### src/rtl/bit_stream_pkg.sv
// Shared state encoding and character/command constants for the
// bit-stream sequencer.
package bit_stream_pkg;

    typedef enum logic [1:0] {
        IDLE      = 2'd0,
        SETTLE    = 2'd1,
        SEND_BITS = 2'd2,
        SEND_END  = 2'd3
    } state_e;

    localparam logic [7:0] CHAR_ZERO     = 8'h30;
    localparam logic [7:0] CHAR_END      = 8'h2A;
    localparam logic [6:0] CMD_CLEAR_IDX = 7'd126;
    localparam logic [6:0] CMD_FRAME_IDX = 7'd127;

    function automatic logic [7:0] bit_char(input logic b);
        return CHAR_ZERO | {7'd0, b};
    endfunction

endpackage

### src/rtl/bit_stream_sequencer_settle_timer.sv
// Reload-and-decrement counter: settled once SETTLE_CYCLES cycles have
// passed without a restart.
module settle_timer
    import bit_stream_pkg::*;
#(
    parameter int SETTLE_CYCLES = 4
) (
    input  logic clk_48mhz,
    input  logic reset,
    input  logic restart,
    output logic settled
);

    localparam int CW = $clog2(SETTLE_CYCLES + 1);
    localparam logic [CW-1:0] RELOAD = CW'(SETTLE_CYCLES);

    logic [CW-1:0] r_count;

    always_ff @(posedge clk_48mhz) begin
        if (!reset) begin
            r_count <= RELOAD;
        end else if (restart) begin
            r_count <= RELOAD;
        end else if (r_count != '0) begin
            r_count <= r_count - CW'(1);
        end
    end

    assign settled = (r_count == '0);

endmodule

### src/rtl/bit_stream_sequencer.sv
// Decodes host command bytes into in_bits writes, snapshots out_bits once
// the inputs have settled, and streams the snapshot as ASCII plus '*'.
module bit_stream_sequencer
    import bit_stream_pkg::*;
#(
    parameter int IN_LEN        = 64,
    parameter int OUT_LEN       = 64,
    parameter int SETTLE_CYCLES = 4,
    parameter int AUTO_STREAM   = 1
) (
    input  logic               clk_48mhz,
    input  logic               reset,
    input  logic [7:0]         rx_data,
    input  logic               rx_valid,
    output logic               rx_ready,
    output logic [7:0]         tx_data,
    output logic               tx_valid,
    input  logic               tx_ready,
    output logic [IN_LEN-1:0]  in_bits,
    input  logic [OUT_LEN-1:0] out_bits,
    output logic               busy,
    output logic [15:0]        frame_count
);

    localparam int CW = (OUT_LEN > 1) ? $clog2(OUT_LEN) : 1;
    localparam logic [CW-1:0] LAST_CUR = CW'(OUT_LEN - 1);
    localparam logic [7:0] IN_LEN_W = 8'(IN_LEN);

    state_e             r_state;
    state_e             w_next;
    logic               r_rx_ready;
    logic               r_tx_valid;
    logic [7:0]         r_tx_data;
    logic [IN_LEN-1:0]  r_in_bits;
    logic [OUT_LEN-1:0] r_shadow;
    logic [CW-1:0]      r_cursor;
    logic               r_busy;
    logic               r_pending;
    logic [15:0]        r_frame_count;

    logic               w_rx_acc;
    logic               w_tx_acc;
    logic [6:0]         w_idx;
    logic               w_val;
    logic               w_idx_ok;
    logic               w_wr;
    logic               w_clr;
    logic               w_req;
    logic               w_in_write;
    logic               w_go;
    logic               w_restart;
    logic               w_settled;
    logic               w_snap;
    logic               w_last;
    logic [OUT_LEN-1:0] w_shift;

    assign w_rx_acc   = rx_valid & r_rx_ready;
    assign w_tx_acc   = r_tx_valid & tx_ready;
    assign w_idx      = rx_data[7:1];
    assign w_val      = rx_data[0];
    assign w_idx_ok   = ({1'b0, w_idx} < IN_LEN_W);
    assign w_in_write = w_wr | w_clr;
    assign w_go       = (AUTO_STREAM != 0) || r_pending;
    assign w_last     = (r_cursor == LAST_CUR);
    assign w_shift    = r_shadow >> 1;

    always_comb begin
        w_wr  = 1'b0;
        w_clr = 1'b0;
        w_req = 1'b0;
        if (w_rx_acc) begin
            unique case (1'b1)
                w_idx_ok:                 w_wr  = 1'b1;
                (w_idx == CMD_CLEAR_IDX): w_clr = 1'b1;
                (w_idx == CMD_FRAME_IDX): w_req = 1'b1;
                default: ;
            endcase
        end
    end

    // Entering SETTLE restarts the quiet window so every frame waits it out.
    assign w_restart = w_in_write | ((r_state == IDLE) & w_go);

    settle_timer #(
        .SETTLE_CYCLES(SETTLE_CYCLES)
    ) u_settle_timer (
        .clk_48mhz(clk_48mhz),
        .reset    (reset),
        .restart  (w_restart),
        .settled  (w_settled)
    );

    assign w_snap = (r_state == SETTLE) & w_settled & ~w_in_write;

    always_comb begin
        w_next = r_state;
        unique case (r_state)
            IDLE:      if (w_go) w_next = SETTLE;
            SETTLE:    if (w_snap) w_next = SEND_BITS;
            SEND_BITS: if (w_tx_acc && w_last) w_next = SEND_END;
            SEND_END:  if (w_tx_acc) w_next = IDLE;
            default:   w_next = IDLE;
        endcase
    end

    always_ff @(posedge clk_48mhz) begin
        if (!reset) begin
            r_state       <= IDLE;
            r_rx_ready    <= 1'b0;
            r_tx_valid    <= 1'b0;
            r_tx_data     <= 8'h00;
            r_in_bits     <= '0;
            r_shadow      <= '0;
            r_cursor      <= '0;
            r_busy        <= 1'b0;
            r_pending     <= 1'b0;
            r_frame_count <= 16'd0;
        end else begin
            r_state    <= w_next;
            r_busy     <= (w_next != IDLE);
            r_rx_ready <= 1'b1;
            // A request arriving in the snapshot cycle is kept for the next frame.
            r_pending  <= w_req | (r_pending & ~w_snap);

            if (w_clr) begin
                r_in_bits <= '0;
            end else if (w_wr) begin
                for (int i = 0; i < IN_LEN; i++) begin
                    if (w_idx == 7'(i)) r_in_bits[i] <= w_val;
                end
            end

            unique case (r_state)
                SETTLE: begin
                    if (w_snap) begin
                        r_shadow   <= out_bits;
                        r_cursor   <= '0;
                        r_tx_valid <= 1'b1;
                        r_tx_data  <= bit_char(out_bits[0]);
                    end
                end
                SEND_BITS: begin
                    if (w_tx_acc) begin
                        if (w_last) begin
                            r_tx_data <= CHAR_END;
                        end else begin
                            r_cursor  <= r_cursor + CW'(1);
                            r_shadow  <= w_shift;
                            r_tx_data <= bit_char(w_shift[0]);
                        end
                    end
                end
                SEND_END: begin
                    if (w_tx_acc) begin
                        r_tx_valid    <= 1'b0;
                        r_tx_data     <= 8'h00;
                        r_frame_count <= r_frame_count + 16'd1;
                    end
                end
                default: ;
            endcase
        end
    end

    assign rx_ready    = r_rx_ready;
    assign tx_valid    = r_tx_valid;
    assign tx_data     = r_tx_data;
    assign in_bits     = r_in_bits;
    assign busy        = r_busy;
    assign frame_count = r_frame_count;

endmodule
### config.mk
export PLATFORM = sky130hd
export DESIGN_NAME = bit_stream_sequencer
export DESIGN_NICKNAME = d
export VERILOG_FILES = /design/src/rtl/bit_stream_pkg.sv /design/src/rtl/bit_stream_sequencer_settle_timer.sv /design/src/rtl/bit_stream_sequencer.sv
export SDC_FILE = /design/constraint.sdc
export NUM_CORES = 1
export LEC_CHECK = 0
export CORE_MARGIN = 1
export CORE_UTILIZATION = 30
export CTS_CLUSTER_DIAMETER = 120
export DETAILED_ROUTE_END_ITERATION = 12
export PLACE_DENSITY_LB_ADDON = 0.25
export SLEW_MARGIN = 20
export SYNTH_ARGS = -nofsm -noshare
export SYNTH_HDL_FRONTEND = slang
export SYNTH_SLANG_ARGS = --single-unit
export TNS_END_PERCENT = 100
### constraint.sdc
create_clock -name clk_48mhz -period 3.6 [get_ports clk_48mhz]
set_input_delay 0.36 -clock clk_48mhz [delete_from_list [all_inputs] [get_ports clk_48mhz]]
set_output_delay 0.36 -clock clk_48mhz [all_outputs]
set_load 0.01 [all_outputs]
# Yosys cells after proc, flatten, opt, wreduce, memory -nomap -nowiden

Index checks and enable logic that the tools add are counted.

Reductions and logical operators: 79
Bitwise logic cells: 8
Mux-type cells: 25
Equality and inequality tests: 72
Magnitude comparators: 1
$add $sub $neg: 3

Operators with widths:

| operator                                                               | number |
|---|---|
| 7-bit by 6-bit equality test with 1-bit output (second input constant) | 32 |
| 64-bit 2-to-1 mux                                                      | 3 |
| 2-bit AND reduction                                                    | 65 |
| 64-bit one-hot mux with 2 select lines                                 | 1 |
| 7-bit by 5-bit equality test with 1-bit output (second input constant) | 16 |
| 7-bit by 4-bit equality test with 1-bit output (second input constant) | 8 |
| 7-bit by 3-bit equality test with 1-bit output (second input constant) | 4 |
| 8-bit 2-to-1 mux                                                       | 3 |
| 8-bit one-hot mux with 3 select lines                                  | 1 |
| 6-bit 2-to-1 mux                                                       | 3 |
| 16-bit by 1-bit adder with 16-bit output (second input constant)       | 1 |
| 7-bit by 2-bit equality test with 1-bit output (second input constant) | 2 |
| 6-bit one-hot mux with 2 select lines                                  | 1 |
| 2-bit inequality test (second input constant)                          | 4 |
| 2-bit one-hot mux with 4 select lines                                  | 1 |
| 4-bit AND reduction                                                    | 2 |
| 7-bit by 1-bit equality test with 1-bit output (second input constant) | 1 |
| 7-bit equality test (second input constant)                            | 1 |
| 7-bit logical NOT                                                      | 1 |
| 7-bit less-than comparator (second input constant)                     | 1 |
| 1-bit 2-to-1 mux                                                       | 7 |
| 6-bit by 1-bit adder with 6-bit output (second input constant)         | 1 |
| 6-bit equality test (second input constant)                            | 1 |
| 2-bit 2-to-1 mux                                                       | 3 |
| other kinds (15)                                                       | 25 |

Bits in registers: 166
Logic and storage cells: 261
Input port bits: 76
Output and inout port bits: 91

# Longest topological paths before layout

Depth after elaboration: 9
Depth in mapped cells: 8

# Hierarchy

A second synthesis with hierarchy kept.

Cells, all modules: 864
Area total of the unflattened synthesis: 7320.8 µm²

Modules (own cells, without submodules):

| module               | area each (µm²) | seq. area each (µm²) | cells an instance | times used |
|---|---|---|---|---|
| bit_stream_sequencer | 7171.9          | 3163.0               | 847               | 1 |
| settle_timer         | 148.9           | 60.1                 | 17                | 1 |

# Worst setup path before layout

No wires, ideal clock.

Kind: input port to flip-flop
From: input port rx_data[2]
To: register r_shadow[45]
Slack: 1.788 ns
Stages: 7
Data arrival time: 1.694 ns
Library setup time: 0.119 ns
Data required time: 3.481 ns
Path through: buf_2 nand4b_1 o311ai_2 buf_4 a22oi_4 buf_6 o221a_1

Longest elaborated chain between the ends: 8
Elaborated cells on any way between the ends: 11

RTL lines:

| what                                                              | line                                                   | source |
|---|---|---|
| from (decl)                                                       | bit_stream_sequencer.sv:13                             | `input logic [7:0] rx_data,` |
| 7-bit less-than comparator or 7-bit equality test (tied branches) | bit_stream_sequencer.sv:61, bit_stream_sequencer.sv:74 |  |
| 1-bit 2-to-1 mux                                                  | bit_stream_sequencer.sv:72                             | `unique case (1'b1)` |
| 1-bit 2-to-1 mux                                                  | bit_stream_sequencer.sv:71                             | `if (w_rx_acc) begin` |
| 1-bit bitwise OR *                                                | bit_stream_sequencer.sv:62                             | `assign w_in_write = w_wr \| w_clr;` |
| 1-bit inverter *                                                  | bit_stream_sequencer.sv:93                             | `assign w_snap = (r_state == SETTLE) & w_settled & ~w_in_write;` |
| 1-bit bitwise AND *                                               | bit_stream_sequencer.sv:93                             |  |
| 2-bit inequality test (no source line) *                          | n/a                                                    |  |
| 4-bit AND reduction (no source line) *                            | n/a                                                    |  |
| to (signal assigned)                                              | bit_stream_sequencer.sv:136                            | `r_shadow <= out_bits;` |
| to (signal assigned)                                              | bit_stream_sequencer.sv:148                            | `r_shadow <= w_shift;` |
| to (decl)                                                         | bit_stream_sequencer.sv:35                             | `logic [OUT_LEN-1:0] r_shadow;` |

Every way passes the cells marked *; elsewhere a longest branch is shown, timed or not.
A chain may end at the register's enable or synchronous reset.

# Final worst setup path

From: register r_state[1]
To: register r_shadow[50]

Longest elaborated chain between the ends: 5
Elaborated cells on any way between the ends: 10

RTL lines:

| what                                           | line                                                    | source |
|---|---|---|
| from (decl)                                    | bit_stream_sequencer.sv:29                              | `state_e r_state;` |
| from (signal assigned)                         | bit_stream_sequencer.sv:119                             | `r_state <= w_next;` |
| 2-bit by 1-bit equality test with 1-bit output | bit_stream_sequencer.sv:93, bit_stream_sequencer.sv:133 |  |
| 1-bit bitwise AND (2 in series)                | bit_stream_sequencer.sv:93                              |  |
| 2-bit inequality test (no source line)         | n/a                                                     |  |
| 4-bit AND reduction (no source line)           | n/a                                                     |  |

Several ways; a longest one is shown, not always the timed one.

==> key figures <==
Timing
  • Worst-Margin Slew: 784 ps
  • Final setup viols: 0
  • Setup ws final: 858 ps
  • Max Transition Viols Final: 0
  • Post-layout min period: 2740 ps
  • Tcrit/Tclk final: 76.2%
  • Final Hold Vio Count: 0
  • Max Freq: 0.365 GHz
  • RSZ-0062 raised after global routing: no
  • Worst Skew: 16.8 ps
  • Max-slew headroom: between 40 and 50%
  • Hold_ws: 294 ps
  • TNS Setup: 0 ps

Clocking
  • TritonCTS buffer count: 17
  • Clock Pin Slew Worst Setup and Hold Paths: 60 ps
  • Clock root buffer: clkbuf_16
  • Clk Latency, worst-skew pair: between 400 and 500 ps
  • Clk buf depth: 2
  • Resized cells post-CTS: 0
  • Post-CTS Repair Setup Buffers: 0
  • H-tree depth: 4
  • Clk sinks: 161
  • Hold-fix buffers, CTS: 0
  • CTS tree: done

Synthesis
  • Ranking of synthesized cells by area: dfxtp_1 45%, o221a_1 9.9%, o22a_1 7.6%
  • Register area share after synthesis: 45.1%
  • Dominant synthesized flop cell: dfxtp_1
  • Synth top cells by count: 161 x dfxtp_1, 63 x o221a_1, 62 x o22a_1
  • Share of the synthesized area in the top cell type: 45.1%
  • Synth Instances: 749
  • Avg Cell Area, Syn: 9.55 um2
  • Synth Cell Area: 7150 um2
  • Most common cell in the netlist: dfxtp_1
  • Yosys reg bits: 161
  • Post-synth ARST share: 0%
  • Area leader, netlist: dfxtp_1
  • Post-synth EDFFs: 0
  • Synth cell types: 53
  • Yosys warnings: 0

Setup path
  • WP data arrival: 3100 ps
  • CP Class: flop to flop
  • CP peak stage delay: 690 ps
  • Worst path slowest cell: nor2b_4
  • Worst Path Buf+Inv: 1
  • Delay-heaviest family, CP: compound AO/OA/AOI/OAI gates
  • CP required: 3960 ps
  • CP startpoint kind: flop
  • Crit-path max FO: 64
  • Critical path, cell by cell: nor2b_4 -> o21ai_2 -> a22oi_4 -> buf_4 -> o221a_1
  • CP Capture Type: flop

Placed design
  • DP HPWL: 12.6 mm
  • Port Buffer Count: ~160
  • Placed cell area: 8940 um2
  • DP Worst Slack: 756 ps
  • GP Congestion: between 0.7 and 0.8

Cells and area
  • P&R area growth vs syn: 32.9%
  • Layout Nets: 947
  • Antenna fix cells: 0
  • Share of layout cells above drive strength 1: under 10%
  • Design area: 9510 um2
  • # fillers: 2,346

Floorplan
  • Die Y: 156 um
  • Initial core utilization: 30.6%
  • Die span in x: 156 um
  • Core Region: 23,400 um2
  • Die footprint: 24,500 um2
  • Site row count: 56
  • Io pins: 167

Detailed routing
  • Via Count: 6,157
  • Vias/cell: 5.14
  • Final wirelength: ~20 mm
  • Detail Route Antenna Nets: 0
  • DRT iter0 DRCs: 423
  • Routed length per instance: roughly 17 um
  • TritonRoute pass-1 iters: 5
  • DR DRC count: 0

GRT
  • First-pass GRT wire length: between 30 and 40 mm
  • Vias in the first global route: about 5,800
  • Initial antenna violation count: 0
  • Largest net degree at the start of global routing: 72
  • GR Overflow Total: 0
  • All-Layer GR Usage: 16.4%

Power and ir drop
  • PD cells: 429 nW/um2
  • Static Leak: 3.08 nW
  • Final Total Pwr: 0.00408 W
  • Switching Fraction: 26.9%
  • Peak VDD IR: 0.309 mV
  • Clk network pwr share: 43.4%
  • Sequential share of power: 46.4%
  • Psw: between 0.001 and 0.0015 W
  • Combinational share of power: 10.2%
  • P_int: 0.00298 W

Min path
  • Hold Path Class: input port to flop

Job
  • Max Cap Viol: 0

Outcome
  • Status: finished, final reports clean
-- worst paths after layout --
check                from         endpoint  slack, ps  depth (start not counted)
min reg2reg  r_shadow[63]     r_shadow[63]        470                          2
max            r_state[1]     r_shadow[50]        860                          5
min                 reset  frame_count[13]        290                          3
max reg2reg    r_state[1]     r_shadow[50]        860                          5
-- worst reg2reg max path, delay by kind of cell (launching register included) --
kind / cells / cell delay, ps
AO/OA/AOI/OAI: 3 / 830
buffers and inverters: 1 / 580
flip-flops: 1 / 580
AND/OR/NAND/NOR: 1 / 690
-- layout by cell type (no fill, tap or decap), drive strengths merged, types with 14 or more instances in the layout --
cell type	count
dfxtp	161
clkbuf	17
clkdlybuf4s50	161
nor4	32
o221a	63
nand2	30
nor2	54
mux2i	39
buf	15
o22a	62
a21oi	38
o21ai	39
nand3	40
nand4	14
inv	16
-- final cells by class --
class,instances,area [um2],share of cell area (%)
clock buffer,17,425,4.47
clock inverter,14,143,1.50
inverter,7,26.3,0.276
timing repair buffer,176,1750,18.4
tap,319,399,4.20
multi-input combinational,504,3540,37.3
sequential,161,3220,33.9
-- power groups by stage --
stage	sequential (W)	combinational, W	clock, W
floorplan	0.00192	0.000269	0
global placement	0.00193	0.000418	0
detailed placement	0.00193	0.000418	0
CTS	0.00189	0.000420	0.00182
global route	0.00190	0.000452	0.00190
finish	0.00189	0.000418	0.00177
-- cell families (layout without fill, tap and decap cells) --
family          after synthesis  count (layout)  share of synthesized area, %
simple gates                229             229                          16.7
mux                          39              39                          5.46
xor+xnor                      9               9                          1.10
other cells                   1               3                        0.0524
flops                       161             161                          45.1
compound gates              220             220                          25.2
fa+ha+maj                     4               4                         0.700
buf+inv                      86             214                          5.74
-- metal layers --
layer  up-vias  part of all wire [%]  global-route usage, %
li1       3081                     -                      -
met1      2875                    48                   22.6
met2       177                    43                   24.3
met3        24                   6.5                   5.10
met4         0                   1.9                   5.00
met5         -                     0                      0
-- per-stage QoR --
step	cells	utilization, %
global route	1198	40.6
detailed placement	1167	38.2
finish	1198	40.6
floorplan	751	-
CTS	1198	40.6
global placement	1167	38.2
-- sequential cells by signal, indices dropped and copies added (netlist names) --
signal	cells
frame_count	16
tx_valid	1
tx_data	4
r_state	2
busy	1
rx_ready	1
u_settle_timer.r_count	3
in_bits	64
r_cursor	6
r_shadow	63
No activity file was read; power rests on OpenSTA's default activity.
